--- config.mk ---
export PLATFORM = sky130hd
export DESIGN_NAME = decode_flat
export DESIGN_NICKNAME = d
export VERILOG_FILES = /design/src/rtl/decode_if.sv /design/src/rtl/decode.sv /design/src/flat_wrapper.sv
export SDC_FILE = /design/constraint.sdc
export NUM_CORES = 2
export LEC_CHECK = 0
export BUFFER_PORTS_ARGS = -buffer_cell sky130_fd_sc_hd__buf_2
export CAP_MARGIN = 20
export CORE_ASPECT_RATIO = 0.9
export CORE_UTILIZATION = 50
export DETAILED_ROUTE_END_ITERATION = 10
export PLACE_DENSITY_LB_ADDON = 0.08
export REMOVE_ABC_BUFFERS = 1
export SYNTH_ARGS = -nofsm -noshare
export SYNTH_HDL_FRONTEND = slang
export SYNTH_SLANG_ARGS = --single-unit
--- constraint.sdc ---
create_clock -name clk -period 4.8 [get_ports clk]
set_clock_uncertainty 0.2 [all_clocks]
set_input_delay 1.2 -clock clk [delete_from_list [all_inputs] [get_ports clk]]
set_output_delay 1.2 -clock clk [all_outputs]
set_load 0.02 [all_outputs]
--- src/rtl/decode_if.sv ---
// Fetch-to-decode, decode-to-exec and writeback signals of the JARVIS decode stage.
// The master side drives instructions, exec back-pressure and writeback; decode is the slave.
interface decode_if #(
  parameter int WIDTH = 32
);
  logic             if_valid;
  logic [31:0]      if_instr;
  logic             if_ready;
  logic             ex_valid;
  logic             ex_ready;
  logic [5:0]       ex_op;
  logic [WIDTH-1:0] ex_in1;
  logic [WIDTH-1:0] ex_in2;
  logic [4:0]       ex_rd;
  logic             wb_en;
  logic [4:0]       wb_rd;
  logic [WIDTH-1:0] wb_data;

  modport master (
    output if_valid, if_instr, ex_ready, wb_en, wb_rd, wb_data,
    input  if_ready, ex_valid, ex_op, ex_in1, ex_in2, ex_rd
  );

  modport slave (
    input  if_valid, if_instr, ex_ready, wb_en, wb_rd, wb_data,
    output if_ready, ex_valid, ex_op, ex_in1, ex_in2, ex_rd
  );
endinterface

--- src/rtl/decode.sv ---
// JARVIS decode/operand-fetch: register file with write-through bypass, pending-write
// scoreboard for RAW stalls, and a single valid/ready output register toward exec.
module decode #(
  parameter int WIDTH = 32
) (
  input logic     clk,
  input logic     rst,
  decode_if.slave bus
);

  function automatic logic [WIDTH-1:0] sext16(input logic [15:0] v);
    return {{(WIDTH-16){v[15]}}, v};
  endfunction

  logic [WIDTH-1:0] regs [32];
  logic [31:0]      pending;

  logic             vld_p0;
  logic [5:0]       op_p0;
  logic [WIDTH-1:0] in1_p0;
  logic [WIDTH-1:0] in2_p0;
  logic [4:0]       rd_p0;

  logic [5:0]       op;
  logic [4:0]       rd, rs1, rs2;
  logic [15:0]      imm;
  logic             imm_form;
  logic             byp1, byp2, use1, use2, hazard, accept;
  logic [WIDTH-1:0] rdat1, rdat2, in2;
  logic [31:0]      pending_nxt;

  assign op       = bus.if_instr[31:26];
  assign rd       = bus.if_instr[25:21];
  assign rs1      = bus.if_instr[20:16];
  assign rs2      = bus.if_instr[15:11];
  assign imm      = bus.if_instr[15:0];
  assign imm_form = op[5];

  assign use1 = (rs1 != 5'd0);
  assign use2 = !imm_form && (rs2 != 5'd0);
  assign byp1 = bus.wb_en && (bus.wb_rd == rs1) && use1;
  assign byp2 = bus.wb_en && (bus.wb_rd == rs2) && (rs2 != 5'd0);

  // A writeback landing this cycle resolves the hazard through the bypass.
  assign hazard = (use1 && pending[rs1] && !byp1) || (use2 && pending[rs2] && !byp2);

  assign bus.if_ready = (!vld_p0 || bus.ex_ready) && !hazard;
  assign accept       = bus.if_valid && bus.if_ready;

  always_comb begin
    rdat1 = '0;
    rdat2 = '0;
    if (byp1)      rdat1 = bus.wb_data;
    else if (use1) rdat1 = regs[rs1];
    if (byp2)                rdat2 = bus.wb_data;
    else if (rs2 != 5'd0)    rdat2 = regs[rs2];
  end

  assign in2 = imm_form ? sext16(imm) : rdat2;

  // Set after clear: a newly accepted writer owns the register even if an older write lands now.
  always_comb begin
    pending_nxt = pending;
    if (bus.wb_en && (bus.wb_rd != 5'd0)) pending_nxt[bus.wb_rd] = 1'b0;
    if (accept && (rd != 5'd0))           pending_nxt[rd] = 1'b1;
  end

  // Stage p0: register file, scoreboard and exec output register.
  always_ff @(posedge clk) begin
    if (rst) begin
      for (int i = 0; i < 32; i++) regs[i] <= '0;
      pending <= '0;
      vld_p0  <= 1'b0;
      op_p0   <= '0;
      in1_p0  <= '0;
      in2_p0  <= '0;
      rd_p0   <= '0;
    end else begin
      if (bus.wb_en && (bus.wb_rd != 5'd0)) regs[bus.wb_rd] <= bus.wb_data;
      pending <= pending_nxt;
      if (accept) begin
        vld_p0 <= 1'b1;
        op_p0  <= op;
        in1_p0 <= rdat1;
        in2_p0 <= in2;
        rd_p0  <= rd;
      end else if (bus.ex_ready) begin
        vld_p0 <= 1'b0;
      end
    end
  end

  assign bus.ex_valid = vld_p0;
  assign bus.ex_op    = op_p0;
  assign bus.ex_in1   = in1_p0;
  assign bus.ex_in2   = in2_p0;
  assign bus.ex_rd    = rd_p0;

endmodule

--- src/flat_wrapper.sv ---
// flat-port wrapper written by rule: the top's interface ports become plain ports
module decode_flat 
#(
  parameter int WIDTH = 32
)
  (clk, rst, bus_if_valid, bus_if_instr, bus_ex_ready, bus_wb_en, bus_wb_rd, bus_wb_data, bus_if_ready, bus_ex_valid, bus_ex_op, bus_ex_in1, bus_ex_in2, bus_ex_rd);
  decode_if #(.WIDTH(WIDTH)) bus_i ();
  input logic clk;
  input logic rst;
  input wire logic [$bits(bus_i.if_valid)-1:0] bus_if_valid;
  input wire logic [$bits(bus_i.if_instr)-1:0] bus_if_instr;
  input wire logic [$bits(bus_i.ex_ready)-1:0] bus_ex_ready;
  input wire logic [$bits(bus_i.wb_en)-1:0] bus_wb_en;
  input wire logic [$bits(bus_i.wb_rd)-1:0] bus_wb_rd;
  input wire logic [$bits(bus_i.wb_data)-1:0] bus_wb_data;
  output wire logic [$bits(bus_i.if_ready)-1:0] bus_if_ready;
  output wire logic [$bits(bus_i.ex_valid)-1:0] bus_ex_valid;
  output wire logic [$bits(bus_i.ex_op)-1:0] bus_ex_op;
  output wire logic [$bits(bus_i.ex_in1)-1:0] bus_ex_in1;
  output wire logic [$bits(bus_i.ex_in2)-1:0] bus_ex_in2;
  output wire logic [$bits(bus_i.ex_rd)-1:0] bus_ex_rd;
  assign bus_i.if_valid = bus_if_valid;
  assign bus_i.if_instr = bus_if_instr;
  assign bus_i.ex_ready = bus_ex_ready;
  assign bus_i.wb_en = bus_wb_en;
  assign bus_i.wb_rd = bus_wb_rd;
  assign bus_i.wb_data = bus_wb_data;
  assign bus_if_ready = bus_i.if_ready;
  assign bus_ex_valid = bus_i.ex_valid;
  assign bus_ex_op = bus_i.ex_op;
  assign bus_ex_in1 = bus_i.ex_in1;
  assign bus_ex_in2 = bus_i.ex_in2;
  assign bus_ex_rd = bus_i.ex_rd;
  decode #(.WIDTH(WIDTH)) u_core (.clk(clk), .rst(rst), .bus(bus_i));
endmodule
* After elaboration in Yosys (flattened, before gate mapping)
Memory sizes are Yosys's and may differ from the RTL's. Index checks and enable logic that the tools add are counted.
Word-level totals: register bits after elaboration 108, RAM bits 1024, bits of input ports 74, output and inout port bits 77, word-level logic and storage cells 71, memories kept 1
Cells by class: order comparisons 6, equal/unequal tests 2, mux-type cells 25, bitwise operators 3, reduce and logical (&&, ||, !) cells 28
Memory list:
- u_core.regs | words 32, bits a word 32, rd ports 2, clocked after Yosys merged registers in 0, wr ports 32, line decode.sv:15 | logic [WIDTH-1:0] regs [32];
Operator list (number):
- $mux W32 | 8
- $and A32 B32 Y32 | 1
- $not A32 Y32 | 1
- $or A32 B32 Y32 | 1
- $reduce_or A32 Y1 | 1
- $lt A5 B6 Y1 const B | 4
- $reduce_bool A5 Y1 | 4
- $logic_and A1 B1 Y1 | 15
- $mux W1 | 12
- $bmux W1 S5 | 2
- $demux W1 S5 | 2
- $eq A5 B5 Y1 | 2
- $ge A5 B1 Y1 const B | 2
- $logic_not A1 Y1 | 5
- $mux W5 | 1
- $logic_or A1 B1 Y1 | 2
- $reduce_bool A2 Y1 | 1

* Longest topological paths before layout
depth after elaboration 11, gate-level depth with buffers 12, depth with buffers taken out 6

* Least setup slack after synthesis
OpenSTA, ideal clock, no wires.
path kind input port to output port, start input bus_if_instr[18], end output bus_if_ready, arrival 3134 ps, required time 3400 ps, slack 266 ps, stages on the path 7, buffers on the path 3, cell sequence clkbuf_1 -> buf_2 -> mux4_2 -> mux2_2 -> o211ai_2 -> clkbuf_1 -> and3_1
On the way: longest elaborated chain between the ends 8, elaborated cells between the ends (all ways) 12, classes of those cells eq/ne: 1; mux: 2; reduce/logical: 9
RTL lines:
- start: declaration | line flat_wrapper.sv:11 | input wire logic [$bits(bus_i.if_instr)-1:0] bus_if_instr;
- branches (longest 4 deep; another with $bmux W1 S5)
- $logic_and A1 B1 Y1 * | line decode.sv:45 | assign hazard = (use1 && pending[rs1] && !byp1) || (use2 && pending[rs2] && !byp2);
- $logic_or A1 B1 Y1 * | line decode.sv:45
- $logic_not A1 Y1 * | line decode.sv:47 | assign bus.if_ready = (!vld_p0 || bus.ex_ready) && !hazard;
- $logic_and A1 B1 Y1 * | line decode.sv:47
- end: declaration | line flat_wrapper.sv:16 | output wire logic [$bits(bus_i.if_ready)-1:0] bus_if_ready;
Mark *: on every way between the ends. The select of a mux whose other input is x is not followed.

* Final worst setup path
start input bus_if_instr[11], end output bus_if_ready
On the way: longest elaborated chain between the ends 8, elaborated cells between the ends (all ways) 13, classes of those cells eq/ne: 1; mux: 2; reduce/logical: 10
RTL lines (line):
- branches (longest 4 deep; another with $bmux W1 S5)
- $logic_and A1 B1 Y1 * | decode.sv:45
- $logic_or A1 B1 Y1 * | decode.sv:45
- $logic_not A1 Y1 * | decode.sv:47
- $logic_and A1 B1 Y1 * | decode.sv:47
Marked as above.

==> metrics.cfg <==
[timing]
final.setup.worst_slack_ns = 0.284
finalCriticalPeriod_ns = 4.52
hold_viol = 0
tightestPinTransition_ns = 1.00
max_slew_margin_pct = 33.2
period_share_pct = 94.1
fmax_ghz = 0.221
setup_viol = 0
finalMaxSlewViolations = 0
grt_setup_unrepaired = false

[clock_network]
cts_tree = done
postCtsSetupBuffers = 0
cts_buffers = 120
cts_hold_buf = 0
cts_root_buf = clkbuf_16
cts_buffer_depth = 3
cts_max_level = 3
cts_resized = 0
clock-sinks = 1132
insertion_delay_ns = 0.76
clk_pin_slew_ns = 0.06

[detailed_routing]
wire_per_inst_um = 36.1
vias_per_cell = 6.71
via_count = 39500
ant_nets = 0
drt_iter0_markers = 6057
firstDrtPassIters = 9
routed_wl_mm = 212
drc = 0

[synthesis]
synth.distinct_cells = 61
ys.flop_type = edfxtp_1
syn_area_mm2 = 0.0602
synth-seq-area-share_pct = 54.7
synth_enable_flop_cells = 1024
synth.top_cell.area_share_pct = 51.1
synth_top_area_cell = edfxtp_1
synth_seq_cells = 1132
yosys-top-cells-area = edfxtp_1 (51%), mux4_2 (19%), and2_1 (10%)
syn_inst = 4123
async_reset_ff_share_pct = 0
yosys_warnings = 0
syn_area_per_cell_um2 = 14.6

[critical_path]
required_ns = 3.40
arrival_ns = 3.12
cpPeakStageDelay_ns = 0.51
critPathTopFamily = buffers and inverters
crit_type = in2out
end_kind = output pin
crit_chain = buf_8 -> buf_4 -> mux4_2 -> nand3_1 -> a31oi_1 -> o21bai_4 -> and3_1 -> buf_2
worst_path_max_delay_cell = mux4_2
crit_buf_inv = 3
startpoint_type = input port
crit_fanout = 15

[cells_and_area]
finalNetCount = 4262
regArea_mm2 = 0.0329
multi_input_area_mm2 = 0.0257
fill_cells = 9464
drive_gt1_share_pct = 27.9
syn2layout_area_growth_pct = 12.5
finish.instance_area_mm2 = 0.0677
stdcell_count = 5882

[global_route]
grt_overflow = 0
antenna_found_initial = 30
grt_max_degree = 117
grt_pass1_wl_mm = 295
grt_pass1_vias = 38100
grt.total_usage_pct = 34.8

[power]
powerDensity_mw_per_mm2 = 356
ir_drop_mv = 0.298
leakagePower_uw = 0.0235

[floorplanning]
num_rows = 120
die_h_um = 331
dieArea_mm2 = 0.122
dieWidth_um = 368
ios = 151
initial_core_util_pct = 50.5
core_area_mm2 = 0.119

[place]
placed_cells = 5652
place_ws_ns = 0.279
placed_area_mm2 = 0.0639
gp_routability_congestion = 0.906
numPortBuffers = 150
dp_hpwl_mm = 129

[hold_path]
min_path_type = reg2reg

[run]
maxCapViolations = 0

[run_status]
outcome = complete, no violations

## cells by family (layout without fill, tap and decap cells)
family,after synthesis,after routing,share of synthesized area (%)
simple gates,1286,1286,12.8
buf+inv,490,627,3.59
mux,703,703,22.4
flops,1132,1132,54.7
compound gates,501,501,6.38
xor+xnor,10,10,0.146
other cells,1,37,0.00623
## area by class of cell
type                    instances  area share [%]
flip-flops and latches       1132            48.6
multi-input cells            2532            38.0
clock buffers                 159            4.83
repair buffers                364            4.66
well taps                    1586            2.93
clock inverters                66           0.771
inverters                      38           0.211
diodes                          5          0.0185
## state kept, by name (all words and copies together), names as in the netlist
name and cells:
u_core.bus.ex_in2 32, u_core.bus.ex_rd 5, u_core.bus.ex_in1 32, u_core.bus.ex_op 6, u_core.pending 32, u_core.regs 1024, u_core.bus.ex_valid 1
## report_power, final
part           internal [uW]  switching [uW]
combinational           1320            1960
sequential             11300             314
clock                   5180            4020
## synth_stat cells, types with 4 or more instances
cell      number
and2_1       995
and3_1         5
nor2_1        82
buf_2         49
a221o_1       11
inv_1         37
a41oi_1       42
nand2_1       59
or2_2          4
mux4_2       512
mux2_1        16
buf_4         35
edfxtp_1    1024
a21oi_1       62
o32ai_1       17
o21ai_0       55
o22ai_1       47
nor2b_1       32
nor4_1        13
nand3b_1       6
a211oi_2      37
a21o_1        11
a22oi_1       59
a221oi_1      29
dfxtp_1      108
a31o_2         6
nor3_1        23
a211oi_1      19
o21bai_1      15
clkbuf_1     331
nand2b_1      31
o211ai_1      28
or3_1          7
mux2i_1      149
mux2_2        26
a22o_1        32
a31oi_1        8
nand3_1       14
nand4_1        6
a311oi_2       4
xnor2_1       10
buf_6         17
buf_1         20
o221ai_1       7
## path summary, 6_finish.rpt
path / endpoint / cells past startpoint / slack [ns] / from
worst min register to register: u_core.bus.ex_rd[1]$_SDFFE_PP0P_ / 2 / 0.27 / u_core.bus.ex_rd[1]$_SDFFE_PP0P_
worst max-delay path: bus_if_ready / 8 / 0.28 / bus_if_instr[11]
worst min-delay path: u_core.bus.ex_rd[1]$_SDFFE_PP0P_ / 2 / 0.27 / u_core.bus.ex_rd[1]$_SDFFE_PP0P_
worst max register to register: u_core.bus.ex_op[5]$_SDFFE_PP0P_ / 7 / 1.64 / u_core.pending[8]$_SDFF_PP0_
## metal layers
| layer | part of all wire, % | up-vias | track usage [%] |
|---|---|---|---|
| met3 | 13 | 431 | 11.2 |
| li1 | - | 16000 | - |
| met2 | 44 | 2599 | 52.0 |
| met5 | 0.047 | - | 0 |
| met4 | 3.1 | 14 | 10.1 |
| met1 | 39 | 20400 | 48.8 |
## cells in the final DEF, fill, tap and decap left out, types with 10 or more instances in the layout
cell | synthesis | routed
a211oi_1 | 19 | 18
a211oi_2 | 37 | 37
a21o_2 | 0 | 11
a21oi_1 | 62 | 61
a221o_1 | 11 | 11
a221oi_1 | 29 | 29
a22o_1 | 32 | 32
a22oi_1 | 59 | 59
a41oi_1 | 42 | 42
and2_1 | 995 | 994
buf_12 | 0 | 59
buf_2 | 49 | 141
buf_4 | 35 | 159
clkbuf_1 | 331 | 29
clkbuf_16 | 0 | 122
clkinv_1 | 0 | 27
clkinv_2 | 0 | 26
conb_1 | 1 | 32
dfxtp_1 | 108 | 108
edfxtp_1 | 1024 | 1024
inv_1 | 37 | 36
mux2_1 | 16 | 16
mux2_2 | 26 | 26
mux2i_1 | 149 | 149
mux4_2 | 512 | 512
nand2_1 | 59 | 59
nand2b_1 | 31 | 30
nand3_1 | 14 | 14
nor2_1 | 82 | 54
nor2_4 | 0 | 28
nor2b_1 | 32 | 31
nor3_1 | 23 | 22
nor4_1 | 13 | 12
o211ai_1 | 28 | 28
o21ai_0 | 55 | 53
o21bai_4 | 0 | 14
o22ai_1 | 47 | 47
o32ai_1 | 17 | 17
xnor2_1 | 10 | 10
## worst register-to-register path: stages, from the launching register on
cell	delay, ns
dfxtp_1	0.35
mux4_2	0.47
mux2_2	0.31
o211ai_4	0.16
buf_4	0.60
and4_4	0.47
buf_12	0.25
mux2i_1	0.27
## metrics by stage
stage          hold WS (ns)  total power (uW)  TNS [ns]  utilization [%]
6_report              0.267             24100         0             56.8
2_1_floorplan         0.239             13300    -35.49                -
3_5_place_dp          0.262             15000         0             53.6
4_1_cts               0.272             24100         0             56.8
5_1_grt               0.291             24700         0             56.8
3_3_place_gp          0.258             15000         0             53.6
No activity file was read; power rests on OpenSTA's default activity.
